<file path="src/rtl/xs3_pkg.sv">
// -----------------------------------------------------------------------------
// xs3_pkg
// Shared definitions for the excess-3 digit-serial adder.
//   XS3_BIAS          : excess-3 offset (3)
//   XS3_ONE           : excess-3 code for decimal 1 (the overflow carry digit)
//   XS3_MIN / XS3_MAX : legal excess-3 code range (decimal 0..9)
//   xs3_state_e       : FSM state encodings ST_RUN / ST_CARRY
//   xs3_code_illegal  : flags a 4-bit code outside the legal excess-3 range
// Optional feature macro used by the importing files: XS3_CHECK_EN.
// -----------------------------------------------------------------------------
package xs3_pkg;

    localparam logic [3:0] XS3_BIAS = 4'd3;
    localparam logic [3:0] XS3_ONE  = 4'b0100;
    localparam logic [3:0] XS3_MIN  = 4'b0011;
    localparam logic [3:0] XS3_MAX  = 4'b1100;

    typedef enum logic {
        ST_RUN   = 1'b0,
        ST_CARRY = 1'b1
    } xs3_state_e;

    // True when the code does not represent a decimal digit in excess-3.
    function automatic logic xs3_code_illegal(input logic [3:0] code);
        return (code < XS3_MIN) || (code > XS3_MAX);
    endfunction

endpackage

</file>
<file path="src/rtl/xs3_digit_add.sv">
// -----------------------------------------------------------------------------
// xs3_digit_add
// Combinational one-digit excess-3 adder.
//   a, b  : operand digits, excess-3
//   cin   : decimal carry in from the previous (less significant) digit
//   sum   : sum digit, excess-3
//   cout  : decimal carry out
//   err   : (only with XS3_CHECK_EN) an operand code is illegal
// Optional feature macro: XS3_CHECK_EN adds the err output and checking logic.
// -----------------------------------------------------------------------------
module xs3_digit_add
    import xs3_pkg::*;
(
    input  logic [3:0] a,
    input  logic [3:0] b,
    input  logic       cin,
    output logic [3:0] sum,
    output logic       cout
`ifdef XS3_CHECK_EN
    ,
    output logic       err
`endif
);

    logic [4:0] raw_s;

    // Two excess-3 codes carry a combined bias of 6, so the 5-bit raw sum
    // overflows exactly when the decimal sum reaches 10.
    assign raw_s = {1'b0, a} + {1'b0, b} + {4'b0000, cin};

    // Re-bias the raw sum: add 3 after a decimal carry, remove 3 otherwise.
    always_comb begin
        sum  = 4'b0000;
        cout = 1'b0;
        if (raw_s[4]) begin
            sum  = raw_s[3:0] + XS3_BIAS;
            cout = 1'b1;
        end else begin
            sum  = raw_s[3:0] - XS3_BIAS;
            cout = 1'b0;
        end
    end

`ifdef XS3_CHECK_EN
    // Flag either operand that is not a legal excess-3 digit.
    always_comb begin
        err = xs3_code_illegal(a) || xs3_code_illegal(b);
    end
`endif

endmodule

</file>
<file path="src/rtl/xs3_serial_adder.sv">
// -----------------------------------------------------------------------------
// xs3_serial_adder
// Digit-serial excess-3 adder, least-significant digit first, with valid/ready
// handshakes on both sides. Keeps the decimal carry between digits and appends
// an extra excess-3 "1" digit when the final digit overflows.
//   clk, rst          : clock, asynchronous active-high reset
//   in_valid/in_ready : input handshake (in_ready depends on out_ready)
//   a_xs3, b_xs3      : operand digits, excess-3
//   in_last           : current pair is the most-significant digit
//   out_valid/out_ready : output handshake
//   sum_xs3           : registered sum digit, excess-3
//   out_last          : registered flag, final digit of this sum
//   out_err           : registered flag, illegal input code (XS3_CHECK_EN only)
// Optional feature macro: XS3_CHECK_EN enables input-code checking; without it
// out_err stays 0.
// -----------------------------------------------------------------------------
module xs3_serial_adder
    import xs3_pkg::*;
(
    input  logic       clk,
    input  logic       rst,
    input  logic       in_valid,
    output logic       in_ready,
    input  logic [3:0] a_xs3,
    input  logic [3:0] b_xs3,
    input  logic       in_last,
    output logic       out_valid,
    input  logic       out_ready,
    output logic [3:0] sum_xs3,
    output logic       out_last,
    output logic       out_err
);

    xs3_state_e state_r;
    xs3_state_e state_next_s;

    logic       carry_r;
    logic       out_valid_r;
    logic [3:0] sum_r;
    logic       last_r;
    logic       err_r;

    logic [3:0] sum_s;
    logic       cout_s;
    logic       err_s;

    logic       slot_free_s;
    logic       in_ready_s;
    logic       load_digit_s;
    logic       load_carry_s;

    xs3_digit_add u_digit_add (
        .a    (a_xs3),
        .b    (b_xs3),
        .cin  (carry_r),
        .sum  (sum_s),
        .cout (cout_s)
`ifdef XS3_CHECK_EN
        ,
        .err  (err_s)
`endif
    );

`ifndef XS3_CHECK_EN
    assign err_s = 1'b0;
`endif

    // The output slot can take a new digit when empty or being drained now.
    assign slot_free_s = !out_valid_r || out_ready;

    // FSM state register.
    always_ff @(posedge clk or posedge rst) begin
        if (rst) begin
            state_r <= ST_RUN;
        end else begin
            state_r <= state_next_s;
        end
    end

    // FSM next-state logic: an overflowing last digit detours through CARRY.
    always_comb begin
        state_next_s = state_r;
        case (state_r)
            ST_RUN: begin
                if (load_digit_s && in_last && cout_s) begin
                    state_next_s = ST_CARRY;
                end else begin
                    state_next_s = ST_RUN;
                end
            end
            ST_CARRY: begin
                if (load_carry_s) begin
                    state_next_s = ST_RUN;
                end else begin
                    state_next_s = ST_CARRY;
                end
            end
            default: begin
                state_next_s = ST_RUN;
            end
        endcase
    end

    // FSM outputs: input handshake and output-register load strobes.
    always_comb begin
        in_ready_s   = 1'b0;
        load_digit_s = 1'b0;
        load_carry_s = 1'b0;
        case (state_r)
            ST_RUN: begin
                in_ready_s   = slot_free_s;
                load_digit_s = in_valid && slot_free_s;
            end
            ST_CARRY: begin
                load_carry_s = slot_free_s;
            end
            default: begin
                in_ready_s   = 1'b0;
                load_digit_s = 1'b0;
                load_carry_s = 1'b0;
            end
        endcase
    end

    // Decimal carry between digits; a last digit without overflow leaves
    // cout_s at 0, and the CARRY digit clears it, so each sum starts fresh.
    always_ff @(posedge clk or posedge rst) begin
        if (rst) begin
            carry_r <= 1'b0;
        end else if (load_digit_s) begin
            carry_r <= cout_s;
        end else if (load_carry_s) begin
            carry_r <= 1'b0;
        end else begin
            carry_r <= carry_r;
        end
    end

    // Output register: load a sum digit or the carry digit, hold while
    // stalled, and go empty after a handshake with nothing new to load.
    always_ff @(posedge clk or posedge rst) begin
        if (rst) begin
            out_valid_r <= 1'b0;
            sum_r       <= 4'b0000;
            last_r      <= 1'b0;
            err_r       <= 1'b0;
        end else if (load_digit_s) begin
            out_valid_r <= 1'b1;
            sum_r       <= sum_s;
            last_r      <= in_last && !cout_s;
            err_r       <= err_s;
        end else if (load_carry_s) begin
            out_valid_r <= 1'b1;
            sum_r       <= XS3_ONE;
            last_r      <= 1'b1;
            err_r       <= 1'b0;
        end else if (out_valid_r && out_ready) begin
            out_valid_r <= 1'b0;
            sum_r       <= sum_r;
            last_r      <= last_r;
            err_r       <= err_r;
        end else begin
            out_valid_r <= out_valid_r;
            sum_r       <= sum_r;
            last_r      <= last_r;
            err_r       <= err_r;
        end
    end

    assign in_ready  = in_ready_s;
    assign out_valid = out_valid_r;
    assign sum_xs3   = sum_r;
    assign out_last  = last_r;
    assign out_err   = err_r;

endmodule
</file>
<file path="config.mk">
export PLATFORM = sky130hd
export DESIGN_NAME = xs3_serial_adder
export DESIGN_NICKNAME = d
export VERILOG_FILES = /design/src/rtl/xs3_pkg.sv /design/src/rtl/xs3_digit_add.sv /design/src/rtl/xs3_serial_adder.sv
export SDC_FILE = /design/constraint.sdc
export NUM_CORES = 1
export LEC_CHECK = 0
export BUFFER_PORTS_ARGS = -buffer_cell sky130_fd_sc_hd__buf_2
export CAP_MARGIN = 20
export CORE_MARGIN = 8
export CORE_UTILIZATION = 25
export CTS_BUF_LIST = sky130_fd_sc_hd__clkbuf_2
export DETAILED_ROUTE_END_ITERATION = 8
export GPL_TIMING_DRIVEN = 0
export PLACE_DENSITY_LB_ADDON = 0.05
export SETUP_SLACK_MARGIN = 0.4
export SLEW_MARGIN = 25
export SYNTH_ARGS = -nofsm -noshare
export SYNTH_HDL_FRONTEND = slang
export SYNTH_SLANG_ARGS = --single-unit
export TNS_END_PERCENT = 30
</file>
<file path="constraint.sdc">
create_clock -name clk -period 5.2 [get_ports clk]
set_input_delay 0.78 -clock clk [delete_from_list [all_inputs] [get_ports clk]]
set_output_delay 0.78 -clock clk [all_outputs]
set_load 0.02 [all_outputs]
</file>
==> flow_metrics.tcl, run 1 <==
set metrics [dict create \
    synth_edf_count 0 \
    drc_errors 0 \
    power.density_nw_per_um2 350 \
    clock_latency_ns 0.23 \
    critPathMaxFanout 5 \
    critPathArrivalTime_ns 3.04 \
    path_class "in -> reg" \
    grt_pass1_wl_um 2100 \
    drv_slew 0 \
    power_frac_comb_pct 49.3 \
    synth-main-ff-cell "dfrtp_1" \
    switching_power_w 0.0000966 \
    finalNetCount 100 \
    cts_buffers 3 \
    place_congestion 0.662 \
    slowest_delay_ns 0.43 \
    portBuffers 19 \
    synth_top_area_cell "dfrtp_1" \
    path_clk_slew_ns 0.08 \
    rsz0062_at_grt "false" \
    dr.pass1.iters 4 \
    fp.dieArea_um2 3970 \
    cts_tree "yes" \
    num_vias 444 \
    synth_area_um2 552 \
    hold_buffers 0 \
    grt.total_usage_pct 6.48 \
    pwr-share-seq_pct 35.9 \
    cts_buffer_depth 2 \
    grt_max_degree 9 \
    yosysUniqueCellTypes 21 \
    cp_slowest_cell "fa_1" \
    yosysWarningCount 0 \
    synthCells 55 \
    peakVddDrop_mv 0.117 \
    path_depth 13 \
    syn_nets 76 \
    area_growth_pct 26.3 \
    final_area_um2 697 \
    status "complete, no violations" \
    path_cells "buf_2 -> fa_1 -> inv_1 -> fa_1 -> nand2b_1 -> o2bb2ai_2 -> inv_1 -> ha_1 -> a21o_1 -> a21oi_1 -> xnor2_1 -> xnor2_1 -> o21ai_1" \
    timing.rr.end "sum_xs3[3]" \
    vias_per_cell 4.23 \
    timing.fmax_ghz 0.342 \
    p_int_w 0.000147 \
    clockPowerShare_pct 14.8 \
    required_ns 5.31 \
    switching_share_pct 39.6 \
    wl_per_cell_um 10.9 \
    finalHoldViolCount 0 \
    p_leak_nw 0.380 \
    endpoint_kind "flop" \
    routed_wl_um 1150 \
    finalCritPeriodShare_pct 56.3 \
    r2r_start "carry_r" \
    drt_iter0_markers 3 \
    ff2ff_setup_slack_ns 2.58 \
    ys_seq_elements 8 \
    synth_top_area_share_pct 36.3 \
    crit_path_start_kind "primary input" \
    antenna_found_initial 0 \
    grt_pass1_vias 522 \
    reg2regPathDepth 12 \
    hold_class "in -> async" \
    initial_core_util_pct 25.7 \
    cap_violations 0 \
    synth_area_leaders "dfrtp_1 (36%), ha_1 (11%), fa_1 (11%)" \
    cts-root-buf "clkbuf_2" \
    cp.buffers_inverters 3 \
    synth_async_sr_flop_share_pct 100 \
    period_needed_ns 2.93 \
    coreArea_um2 2150 \
    setup_viol 0 \
    cts_resized 0 \
    die_width_um 63.0 \
    synthTopCellsByCount "dfrtp_1 (8), inv_1 (8), a21oi_1 (5), ha_1 (5)" \
    rows 17 \
    path_delay_family "adder cells" \
    finalSetupTns_ns 0 \
    top_level_ports 21 \
    die_y_um 63.0 \
    gr-total-overflow 0 \
    dp_hpwl_um 1020 \
    num-fill-cells 251 \
    h-tree-depth 1 \
    yosysSeqAreaShare_pct 36.3 \
    avgSynthCellArea_um2 10.0 \
    drtAntennaViolNets 0 \
    antenna_cells 0 \
    cts.sinks 8 \
    post_cts_buffers 0 \
    fin_skew_ns 0.00210 \
    placed_area_um2 682 \
    layout-drive-gt1-share_pct 31.2 \
]
## power groups by stage
stage	logic (W)	registers (W)	clock network, W
final	0.000120	0.0000877	0.0000360
after global routing	0.000136	0.0000906	0.0000406
after CTS	0.000124	0.0000883	0.0000386
after detailed placement	0.000124	0.0000900	0
after global placement	0.000123	0.0000892	0
after floorplan	0.0000667	0.000110	0
## layout by cell type, fill, tap and decap left out, drive strengths merged, types with 2 or more instances in the layout
master,n
a21o,3
a21oi,5
buf,20
clkbuf,3
dfrtp,8
fa,3
ha,5
inv,8
nand2,3
nor2,4
o21ai,2
xnor2,4
## kinds of logic after synthesis
family	count (synthesis)	synth area share, %
compound gates	14	17.9
simple gates	10	8.16
buf+inv	9	6.80
fa+ha+maj	8	22.2
flops	8	36.3
xor+xnor	5	7.94
other cells	1	0.680
## stage by stage
step / utilization (%) / worst slack [ns] / cells / hold slack [ns] / power (W)
floorplan: - / 2.29 / 55 / 0.470 / 0.000177
global placement: 31.7 / 2.00 / 102 / 0.462 / 0.000212
detailed placement: 31.7 / 1.99 / 102 / 0.477 / 0.000214
CTS: 32.4 / 2.24 / 105 / 0.483 / 0.000251
global route: 32.4 / 2.08 / 105 / 0.510 / 0.000267
finish: 32.4 / 2.27 / 105 / 0.486 / 0.000244
## area by class of cell
cell class	instances	area [um2]	share of cell area [%]
multi-input combinational	38	314	45.1
sequential	8	200	28.7
timing repair buffer	19	95.1	13.6
tap	28	35.0	5.03
inverter	8	30.0	4.31
clock buffer	3	15.0	2.15
buffer	1	7.51	1.08
## routing by layer
layer | wire [um] | track usage (%)
met1 | 524 | 7.11
met2 | 570 | 10.6
met4 | 0 | 5.13
met3 | 51 | 1.25
met5 | 0 | 0
## how the worst max path moves through the flow
stage	endpoint	slack, ns	startpoint
finish	sum_xs3[3]	2.27	a_xs3[0]
floorplan	sum_xs3[3]	2.29	a_xs3[0]
CTS	sum_xs3[3]	2.24	a_xs3[0]
global route	sum_xs3[3]	2.08	a_xs3[0]
detailed placement	sum_xs3[3]	1.99	a_xs3[0]
global placement	sum_xs3[3]	2.00	a_xs3[0]
## flip-flops by register name, summed over array words and instances (netlist names)
name       count
carry_r        1
out_last       1
state_r        1
sum_xs3        4
out_valid      1
## worst reg2reg max path, stage by stage, from the launching register on
cell and delay, ns:
dfrtp_1 0.40, fa_1 0.38, inv_1 0.08, fa_1 0.19, nand2b_1 0.13, o2bb2ai_2 0.18
inv_1 0.13, ha_1 0.30, a21o_1 0.17, a21oi_1 0.18, xnor2_1 0.15, xnor2_1 0.13
o21ai_1 0.07
(Power assumes the default switching activity.)
==> run 2, diff against run 1 <==
- ABC_AREA: not set -> 1
- clock period: 5.2 -> 2.7 ns (I/O delays scaled with it)
==> run 2 against run 1 <==
  * Cell count is 33% higher
  * Flip-flop and latch count did not move
  * Global-route usage up 0.67 points
  * Wire length is 37% higher
  * Critical path type is now reg -> reg
  * Largest power group unchanged
  * Combinational power grew to 4.1 times the previous value
==> flow_metrics.tcl, run 2 <==
set metrics [dict create \
    status "complete, no violations" \
    utilization_pct 35.2 \
    ys_seq_elements 8 \
    slowest_delay_ns 0.38 \
    num_vias 579 \
    die_width_um 68.7 \
    clockPowerShare_pct 9.4 \
    syn_nets 103 \
    grt.met2_usage_pct 11.0 \
    pwr-share-seq_pct 26.3 \
    fin_skew_ns 0.00308 \
    p_leak_nw 0.493 \
    rsz0062_at_grt "true" \
    antenna_found_initial 0 \
    initial_core_util_pct 25.8 \
    use_met3_pct 3.39 \
    path_clk_slew_ns 0.08 \
    synthTopCellsByCount "nand2_1 (13), inv_1 (12), nand2_2 (9)" \
    setup_slack_ns 0.480 \
    cp.buffers_inverters 2 \
    gr-total-overflow 0 \
    synth_top_area_share_pct 28.9 \
    p_int_w 0.000408 \
    peakVddDrop_mv 0.457 \
    finalHoldViolCount 0 \
    switching_share_pct 46.3 \
    synth-main-ff-cell "dfrtp_1" \
    yosysSeqAreaShare_pct 28.9 \
    layout-drive-gt1-share_pct 58.7 \
    switching_power_w 0.000352 \
    period_needed_ns 2.22 \
    largest_reg_flops 4 \
    met1_usage_pct 8.54 \
    place_congestion 0.698 \
    critPathMaxFanout 4 \
    yosysWarningCount 0 \
    drtAntennaViolNets 0 \
    routed_wl_um 1570 \
    cpMostUsedCell "nand2_2" \
    power.density_nw_per_um2 805 \
    avgSynthCellArea_um2 8.45 \
    synth_area_um2 693 \
    final_common_cell "buf_2" \
    h-tree-depth 1 \
    setup_viol 0 \
    grt.total_usage_pct 7.14 \
    mostFrequentLayoutCells "buf_2 (19), nand2_2 (11), inv_1 (10), nand2_1 (10), dfrtp_1 (8)" \
    synth_area_leaders "dfrtp_1 (29%), ha_1 (9.0%), fa_1 (8.7%)" \
    drv_slew 0 \
    place_ws_ns 0.159 \
    path_delay_family "adder cells" \
    area_growth_pct 36.3 \
    power_frac_comb_pct 64.3 \
    cts_buffer_depth 2 \
    path_cells "fa_2 -> inv_2 -> fa_2 -> buf_4 -> xnor2_2 -> ha_4 -> nand2_2 -> nand2_2 -> nor2_4 -> nand2_2 -> nand2_2 -> nand2_1 -> nand3_2 -> nand2_2" \
    antenna_cells 0 \
    grt_pass1_wl_um 2550 \
    hold_class "in -> async" \
    fp.dieArea_um2 4710 \
    coreArea_um2 2690 \
    vias_per_cell 4.14 \
    top_usage_layer "met2" \
    die_y_um 68.7 \
    wl_per_cell_um 11.2 \
    finalNetCount 132 \
    hold_buffers 0 \
    hold_slack_ns 0.0998 \
    cp_slowest_cell "dfrtp_1" \
    critPathArrivalTime_ns 2.35 \
    grt_max_degree 9 \
    synth_top_area_cell "dfrtp_1" \
    synth_async_sr_flop_share_pct 100 \
    cap_violations 0 \
    synthCells 82 \
    cts_buffers 3 \
    yosysUniqueCellTypes 23 \
    required_ns 2.83 \
    drc_errors 0 \
    dp_hpwl_um 1250 \
    finalCritPeriodShare_pct 82.2 \
    cts-root-buf "clkbuf_2" \
    endpoint_kind "flop" \
    finalSetupTns_ns 0 \
    top_level_ports 21 \
    crit_path_start_kind "flop" \
    clock_latency_ns 0.24 \
    r2r_start "carry_r" \
    worstSetupStartpoint "carry_r" \
    synth_edf_count 0 \
    rows 19 \
    portBuffers 19 \
    dr.pass1.iters 3 \
    yosysMostFrequentCell "nand2_1" \
    timing.fmax_ghz 0.451 \
    grt_pass1_vias 609 \
    cts_tree "yes" \
    path_class "reg -> reg" \
    drt_iter0_markers 26 \
    cts.sinks 8 \
]
[run 2: changes by cell type in the layout (fill, tap and decap cells not counted), sizes merged, moves of 2 or more]
| cell | previous run | this run |
|---|---|---|
| o21ai | 2 | 5 |
| nand2 | 3 | 24 |
| a21o | 3 | 0 |
| buf | 20 | 25 |
| nand3 | 0 | 5 |
| inv | 8 | 16 |
| a21oi | 5 | 3 |
| xnor2 | 4 | 2 |
[run 2: timing repair]
item                                   CTS  global route
pin swaps                                2            11
resized for setup                        4            10
setup endpoints to repair                1             1
endpoints found under the hold margin    0             0
setup buffers                            0             5
[run 2: worst paths after layout]
kind	endpoint	slack [ns]	cells past startpoint
worst max-delay path	sum_xs3[3]	0.48	14
min in group clk	out_last	0.45	3
worst min register to register	sum_xs3[0]	0.49	2
worst max register to register	sum_xs3[3]	0.48	14
max in group asynchronous	sum_xs3[2]	2.36	2
worst min-delay path	out_last	0.1	2
[run 2: logic make-up (layout without fill, tap and decap cells)]
family / Yosys count / count (layout) / share of synthesized area (%)
buffers and inverters: 18 / 45 / 10.5
other: 1 / 1 / 0.541
AO/OA/AOI/OAI: 10 / 10 / 9.39
adder cells (fa/ha/maj): 8 / 8 / 17.7
XOR/XNOR: 2 / 2 / 2.53
AND/OR/NAND/NOR: 35 / 35 / 30.5
flip-flops: 8 / 8 / 28.9
[run 2: power groups by stage]
stage / clock network, W / registers (W) / logic, W
2_1_floorplan: 0 / 0.000248 / 0.000259
3_3_place_gp: 0 / 0.000200 / 0.000411
3_5_place_dp: 0 / 0.000202 / 0.000411
4_1_cts: 0.0000756 / 0.000200 / 0.000425
5_1_grt: 0.0000858 / 0.000208 / 0.000542
6_report: 0.0000714 / 0.000200 / 0.000489
[run 2: layer usage]
metal	wire length (um)	vias up	share of wire [%]
met5	0	-	0
met4	19	0	1.2
met3	107	2	6.8
met2	708	19	45
met1	732	252	47
li1	-	306	-
[run 2: cell type report]
class / count / area [um2]
Buffer: 1 / 7.51
Clock buffer: 3 / 15.0
Fill cell: 298 / 1740
Inverter: 17 / 65.1
Multi-Input combinational cell: 56 / 485
Sequential cell: 8 / 200
Tap cell: 31 / 38.8
Timing Repair Buffer: 24 / 133
[run 2: through the flow]
stage / cell area [um2] / instances / power, W
finish: 945 / 140 / 0.000761
global route: 945 / 140 / 0.000836
CTS: 860 / 135 / 0.000701
detailed placement: 827 / 132 / 0.000613
global placement: 827 / 132 / 0.000611
floorplan: 693 / 82 / 0.000507
